[src/rtl/seven_segment_scan.sv]
// Multiplexed hex display scanner with double-buffered data, leading-zero blanking and PWM dimming.
// Buffer swaps happen only at frame boundaries, so a frame never shows a mix of old and new values.
module seven_segment_scan #(
  parameter int unsigned N_DIGITS   = 8,
  parameter int unsigned DIV_W      = 10,
  parameter int unsigned BRIGHT_W   = 3,
  parameter bit          ACTIVE_LOW = 1'b1
) (
  input  logic                    i_clk,
  input  logic                    i_reset,
  input  logic [4*N_DIGITS-1:0]   i_num,
  input  logic [N_DIGITS-1:0]     i_dp,
  input  logic                    i_load,
  input  logic                    i_blank_lz,
  input  logic [BRIGHT_W-1:0]     i_brightness,
  output logic [7:0]              o_abcdefg,
  output logic [N_DIGITS-1:0]     o_anodes,
  output logic                    o_frame_done
);

  localparam int unsigned IDX_W = (N_DIGITS > 1) ? $clog2(N_DIGITS) : 1;
  localparam logic [IDX_W-1:0]    LAST_IDX = IDX_W'(N_DIGITS - 1);
  localparam logic [7:0]          SEG_OFF  = ACTIVE_LOW ? 8'hFF : 8'h00;
  localparam logic [N_DIGITS-1:0] AN_OFF   = {N_DIGITS{ACTIVE_LOW}};

  logic [DIV_W-1:0]      r_p;
  logic [IDX_W-1:0]      r_idx;
  logic [4*N_DIGITS-1:0] r_active_num;
  logic [N_DIGITS-1:0]   r_active_dp;
  logic [4*N_DIGITS-1:0] r_pend_num;
  logic [N_DIGITS-1:0]   r_pend_dp;
  logic                  r_pend_valid;
  logic [7:0]            r_abcdefg;
  logic [N_DIGITS-1:0]   r_anodes;
  logic                  r_frame_done;

  logic                  w_tick;
  logic                  w_boundary;
  logic                  w_on;
  logic                  w_blank;
  logic                  w_nonzero_above;
  logic                  w_dp_bit;
  logic [3:0]            w_nib;
  logic [6:0]            w_glyph;
  logic [7:0]            w_seg;
  logic [N_DIGITS-1:0]   w_an;

  assign w_tick     = &r_p;
  assign w_boundary = w_tick && (r_idx == LAST_IDX);
  // PWM: the slot's top prescaler bits act as a ramp compared against the duty code.
  assign w_on       = (r_p[DIV_W-1 -: BRIGHT_W] <= i_brightness);

  always_comb begin
    w_nib           = 4'h0;
    w_dp_bit        = 1'b0;
    w_nonzero_above = 1'b0;
    w_an            = '0;
    for (int k = 0; k < N_DIGITS; k++) begin
      if (IDX_W'(k) == r_idx) begin
        w_nib    = r_active_num[4*k +: 4];
        w_dp_bit = r_active_dp[k];
        w_an[k]  = w_on;
      end
      if ((IDX_W'(k) >= r_idx) && (r_active_num[4*k +: 4] != 4'h0)) begin
        w_nonzero_above = 1'b1;
      end
    end
    w_blank = i_blank_lz && (r_idx != '0) && !w_nonzero_above;
  end

  always_comb begin
    w_glyph = 7'b0000000;
    case (w_nib)
      4'h0:    w_glyph = 7'b1111110;
      4'h1:    w_glyph = 7'b0110000;
      4'h2:    w_glyph = 7'b1101101;
      4'h3:    w_glyph = 7'b1111001;
      4'h4:    w_glyph = 7'b0110011;
      4'h5:    w_glyph = 7'b1011011;
      4'h6:    w_glyph = 7'b1011111;
      4'h7:    w_glyph = 7'b1110000;
      4'h8:    w_glyph = 7'b1111111;
      4'h9:    w_glyph = 7'b1111011;
      4'hA:    w_glyph = 7'b1110111;
      4'hB:    w_glyph = 7'b0011111;
      4'hC:    w_glyph = 7'b1001110;
      4'hD:    w_glyph = 7'b0111101;
      4'hE:    w_glyph = 7'b1001111;
      default: w_glyph = 7'b1000111;
    endcase
  end

  always_comb begin
    w_seg = 8'h00;
    if (w_on) begin
      w_seg = {(w_blank ? 7'b0000000 : w_glyph), w_dp_bit};
    end
  end

  always_ff @(posedge i_clk) begin
    if (i_reset) begin
      r_p          <= '0;
      r_idx        <= '0;
      r_active_num <= '0;
      r_active_dp  <= '0;
      r_pend_num   <= '0;
      r_pend_dp    <= '0;
      r_pend_valid <= 1'b0;
      r_abcdefg    <= SEG_OFF;
      r_anodes     <= AN_OFF;
      r_frame_done <= 1'b0;
    end else begin
      r_p <= r_p + 1'b1;
      if (w_tick) begin
        r_idx <= (r_idx == LAST_IDX) ? '0 : r_idx + 1'b1;
      end
      if (w_boundary && r_pend_valid) begin
        r_active_num <= r_pend_num;
        r_active_dp  <= r_pend_dp;
      end
      // A load on the boundary still lands in pending after the old contents moved out.
      if (i_load) begin
        r_pend_num   <= i_num;
        r_pend_dp    <= i_dp;
        r_pend_valid <= 1'b1;
      end else if (w_boundary) begin
        r_pend_valid <= 1'b0;
      end
      r_abcdefg    <= w_seg ^ SEG_OFF;
      r_anodes     <= w_an ^ AN_OFF;
      r_frame_done <= (r_p == '0) && (r_idx == '0);
    end
  end

  assign o_abcdefg    = r_abcdefg;
  assign o_anodes     = r_anodes;
  assign o_frame_done = r_frame_done;

endmodule

[config.mk]
export PLATFORM = sky130hd
export DESIGN_NAME = seven_segment_scan
export DESIGN_NICKNAME = d
export VERILOG_FILES = /design/src/rtl/seven_segment_scan.sv
export SDC_FILE = /design/constraint.sdc
export NUM_CORES = 1
export LEC_CHECK = 0
export ABC_AREA = 1
export ABC_CLOCK_PERIOD_IN_PS = 2400
export CORE_UTILIZATION = 35
export CTS_CLUSTER_DIAMETER = 40
export CTS_CLUSTER_SIZE = 40
export DETAILED_ROUTE_END_ITERATION = 10
export HOLD_SLACK_MARGIN = 0.02
export MAX_ROUTING_LAYER = met4
export SYNTH_ARGS = -nofsm -noshare
export SYNTH_HDL_FRONTEND = slang
export SYNTH_SLANG_ARGS = --single-unit
[constraint.sdc]
create_clock -name i_clk -period 2.4 [get_ports i_clk]
set_input_delay 0.72 -clock i_clk [delete_from_list [all_inputs] [get_ports i_clk]]
set_output_delay 0.72 -clock i_clk [all_outputs]
set_load 0.05 [all_outputs]
# ---- Word level (Yosys, flattened, before mapping)
# Memories as Yosys holds them, arrays and structs flattened.
# Index checks and enable logic that the tools add are counted.
# W data, S select, Z words.
dict set report op_classes {
  add_sub_neg 2
  order_cmp 9
  eq_ne 8
  n_mux 37
  bitwise_logic 2
  n_reduce_logical 27
}
# op n
set op_table {}
lappend op_table {{$mux W4} 8}
lappend op_table {{$reduce_bool A4 Y1} 8}
lappend op_table {{$mux W1} 26}
lappend op_table {{$not A8 Y8} 2}
lappend op_table {{$logic_and A1 B1 Y1} 13}
lappend op_table {{$eq A3 B3 Y1 const A} 4}
lappend op_table {{$ge A3 B3 Y1 const A} 4}
lappend op_table {{$add A10 B1 Y10 const B} 1}
lappend op_table {{$logic_not A10 Y1} 1}
lappend op_table {{$reduce_and A10 Y1} 1}
lappend op_table {{$mux W8} 1}
lappend op_table {{$mux W7} 1}
lappend op_table {{$eq A2 B3 Y1 const A} 2}
lappend op_table {{$ge A1 B3 Y1 const A} 2}
lappend op_table {{$ge A2 B3 Y1 const A} 2}
lappend op_table {{$add A3 B1 Y3 const B} 1}
lappend op_table {{$eq A1 B3 Y1 const A} 1}
lappend op_table {{$eq A3 B3 Y1 const B} 1}
lappend op_table {{$le A3 B3 Y1} 1}
lappend op_table {{$logic_not A3 Y1} 1}
lappend op_table {{$mux W3} 1}
lappend op_table {{$reduce_bool A3 Y1} 1}
lappend op_table {{$reduce_bool A2 Y1} 1}
lappend op_table {{$logic_not A1 Y1} 1}
dict set report totals {
  regBits 111
  mem_bits_ro 112
  input_bits 47
  output_inout_bits 17
  word_cells 96
  mem_count 1
}
# name words word_bits read_ports rd_clocked_by_memory_dff wr line_no
set mem_list {}
lappend mem_list {{(no name shown)} 16 7 1 0 0 73} ;# case (w_nib)

# ---- Depth between registers and ports, before layout
# Gate-level depths: netlist of the first run.
dict set report depth {
  word_depth 15
  depth_mapped 19
}

# ---- Least setup slack after synthesis of the first run
# No wires, ideal clock.
dict set report synth_timing {
  path_kind {input to register}
  from {input i_brightness[2]}
  to {register r_abcdefg[5], in the netlist o_abcdefg[5]}
  setup_ns 0.147
  arrival_time_ns 2.094
  path_slack_ns 0.159
  stages 7
  path_buffers 0
  cell_sequence {inv_1 -> ha_1 -> a21oi_1 -> a32oi_1 -> nor2_1 -> a21boi_1 -> o211ai_1}
}
dict set report synth_via {
  elab_chain_cells 3
}
# element line_no
set synth_lines {}
lappend synth_lines {{start: declaration} 15} ;# input logic [BRIGHT_W-1:0] i_brightness,
lappend synth_lines {{$le A3 B3 Y1} 51} ;# assign w_on = (r_p[DIV_W-1 -: BRIGHT_W] <= i_brightness);
lappend synth_lines {{$mux W8} 95} ;# if (w_on) begin
lappend synth_lines {{$not A8 Y8 (no source line)} n/a}
lappend synth_lines {{end signal: assignment} 129} ;# r_abcdefg <= w_seg ^ SEG_OFF;
lappend synth_lines {{end: declaration} 33} ;# logic [7:0] r_abcdefg;
# Every way passes these cells.
# A chain may end at the register's enable or synchronous reset.

# ---- Worst setup path in the final report of the first run
dict set report layout_timing {
  from {register r_anodes[2], in the netlist o_anodes[2]}
  to {output o_anodes[2]}
}
# element line_no
set layout_rtl {}
lappend layout_rtl {{start: declaration} 34} ;# logic [N_DIGITS-1:0] r_anodes;
lappend layout_rtl {{start signal: assignment} 130} ;# r_anodes <= w_an ^ AN_OFF;
lappend layout_rtl {{end: declaration} 17} ;# output logic [N_DIGITS-1:0] o_anodes,
# No word-level cell between the ends.

==> flow_summary.toml, run 1 <==
[global_routing]
grt_pass1_wl_microns = 19000
grt_max_degree = 89
antenna_found_initial = 0
grt_overflow = 0
grt_pass1_vias = 3984
grt_use_total_pct = 17.2

[run]
cap_violations = 0

[floorplanning]
ioPinCount = 64
dieArea_sq_mm = 0.0140
start_util_pct = 35.8
core_sq_mm = 0.0132
die_y_microns = 118
die_w_microns = 118
rows = 42

[finish]
syn_to_final_growth_pct = 25.8
n_antenna_cell = 0
drive_gt1_share_pct = 9.05
post-route-util_pct = 45.0
fill_cells = 1383
stdcell_count = 883
final-seq-area_sq_mm = 0.00222
final_nets = 764
multiInputGateArea_sq_mm = 0.00219
finalInstanceArea_sq_mm = 0.00597

[routing]
finalWirelength_microns = 10800
drt_iter0_drc = 197
viasPerCell = 4.67
drtAntennaViolNets = 0
route.detailed.drc = 0
wire_per_inst_microns = 12.2
num_vias = 4127
drt-pass1-iter-count = 4

[sta]
worstMarginPinSlew_ns = 0.501
layout_min_cycle_time_ns = 2.21
drv_slew = 0
slew_headroom_pct = 66.5
hold_viol = 0
timing.final.ws_setup_ns = 0.187
max_freq_mhz = 452
setup_viol = 0
fin_skew_ns = 0.00768
fin_crit_sh_pct = 92.2

[power_and_ir_drop]
ir_drop_mv = 0.453
p_leak_nw = 2.45
p_sw_share_pct = 23.3
power_frac_comb_pct = 7.6
power.switching_uw = 865
p_total_mw = 3.72
powerDensity_mw_per_mm2 = 624
internal-power_mw = 2.86
seqPwrFrac_pct = 51.8
clock_power_share_pct = 40.6

[logic_synthesis]
synth_xor_xnor_area_share_pct = 0
ys_top_cells_by_area = "dfxtp_1, nor2_1, o21ai_0, nand2_1, ha_1"
synth_top_area_cell = "dfxtp_1"
synth-compound-area-share_pct = 17.3
synth_top_family_by_area = "simple AND/OR/NAND/NOR gates"
seq_area_frac_synth_pct = 46.8
synthAdderAreaFrac_pct = 3.96
synth.area.mux_share_pct = 0
netlist.area_leader.share_pct = 46.8
synthArstFlopShare_pct = 0
synthCells = 634
ys.flop_type = "dfxtp_1"
yosysWarnings = 0
synth.cell_area_sq_mm = 0.00474
synth_seq_cells = 111
synth_cell_type_count = 39
synthSimpleGateAreaFrac_pct = 24.4
postSynthAreaPerCell_sq_um = 7.48
synth_edf_count = 0
synth_nets = 696

[cts]
cts_setup_buffers = 0
cts_hold_buf = 0
clockRootBuffer = "clkbuf_16"
cts_tree = "done"
htree_num_levels = 3
clock_latency_ns = 0.36
cts_sinks = 111
path_clk_slew_ns = 0.07
cts_buffers = 9
clockBufferDepth = 2

[setup_path]
startpoint_type = "register"
crit_required_ns = 1.68
slowest_stage = "clkdlybuf4s50_1"
critPathMaxStageDelay_ns = 0.80
cp.depth = 1
worstSetupEndpointType = "output pin"
r2r_cells = 17
crit_chain = "clkdlybuf4s50_1"
critical_path.top_delay_family = "buffers and inverters"
crit_arrival_ns = 1.49
cp_max_fo = 1
worst-setup-path-type = "register to output pin"
path_buf_inv = 1

[placed_design]
place_hpwl_microns = 7770
dp_slack_ns = -0.0512
place_congestion = 0.850
dpl.cell_count = 867
place_area_sq_mm = 0.00564
portBuffers = 63

[worst_hold_path]
min_path_type = "register to register"
holdPathStages = 1

[outcome]
outcome = "complete, no violations"
## cells in the mapped netlist (2+ instances only)
library cell  count
nor2_1          138
dfxtp_1         111
o21ai_0          84
nand2_1          75
inv_1            49
a21oi_1          37
nand3_1          29
clkbuf_1         20
o21ai_1          19
ha_1             15
inv_2             7
nor3_1            7
nor4_1            4
o211ai_1          4
a211oi_1          2
a21boi_1          2
buf_4             2
buf_8             2
clkinv_1          2
nand2_2           2
nand2_4           2
nand3_4           2
nand4_1           2
nor2_4            2
## cell families after synthesis
| kind of cell | count (synthesis) |
|---|---|
| flip-flops | 111 |
| AO/OA/AOI/OAI | 155 |
| adder cells (fa/ha/maj) | 15 |
| buffers and inverters | 85 |
| AND/OR/NAND/NOR | 268 |
## worst paths after layout
kind / from / slack (ns) / endpoint
min: r_p[0]$_SDFF_PP0_ / 0.45 / r_p[0]$_SDFF_PP0_
min reg2reg: r_p[0]$_SDFF_PP0_ / 0.45 / r_p[0]$_SDFF_PP0_
max reg2reg: r_idx[1]$_SDFFE_PP0P_ / 0.24 / o_abcdefg[4]$_SDFF_PP1_
max: o_anodes[2]$_SDFF_PP1_ / 0.19 / o_anodes[2]
## power by group through the flow
stage | combinational (mW) | sequential [mW] | clock, mW
floorplan | 0.119 | 2.00 | 0
global placement | 0.280 | 1.97 | 0
detailed placement | 0.283 | 1.97 | 0
CTS | 0.285 | 1.93 | 1.55
global route | 0.315 | 1.94 | 1.62
finish | 0.281 | 1.93 | 1.51
## what timing repair did
action / 4_1_cts / 5_1_grt
hold endpoints to repair: 0 / 0
resized for setup: 0 / 10
setup endpoints to repair: 0 / 5
## per-layer routing
layer / GRT usage [%] / routed length (microns) / vias to the layer above
li1: - / - / 2213
met1: 22.4 / 5490 / 1836
met2: 26.7 / 4740 / 69
met3: 4.15 / 439 / 9
met4: 4.75 / 137 / 0
met5: - / 0 / -
## through the flow
stage	setup TNS [ns]	hold slack [ns]
global placement	-0.00673	0.429
CTS	0	0.453
detailed placement	-0.217	0.440
finish	0	0.452
global route	-0.00294	0.480
floorplan	0	0.417
## flip-flops by register name, summed over array words and instances (netlist names)
signal and cells:
r_active_num 32, r_pend_valid 1, o_abcdefg 8, o_anodes 8, r_pend_num 32, o_frame_done 1
r_pend_dp 8, r_active_dp 8, r_idx 3, r_p 10
## layout by cell type (no fill, tap or decap), drive strengths merged
cell             n
a211oi           2
a21boi           2
a21oi           38
a31oi            1
a32oi            1
and3             1
buf             21
bufinv           1
clkbuf          10
clkdlybuf4s50   63
clkinv           4
clkinvlp         2
dfxtp          111
ha              15
inv             57
nand2           79
nand3           32
nand3b           1
nand4            2
nor2           140
nor3             8
nor4             4
o2111ai          1
o211ai           4
o21a             1
o21ai          104
o32ai            1
or2              1
## cell type report
cell class                 count  share of cell area, %
timing repair buffer          84                   13.6
clock inverter                 6                   1.17
tap                          176                   3.69
clock buffer                  10                   3.84
inverter                      58                   3.65
sequential                   111                   37.3
multi-input combinational    438                   36.7
Note: power is estimated with default switching activity, not from simulation.
==> run 2: changes to the inputs <==
Settings changed: SKIP_CTS_REPAIR_TIMING set to 1.
==> results of run 2 <==
No change in the layout: final DEF, timing and power equal those of run 1.
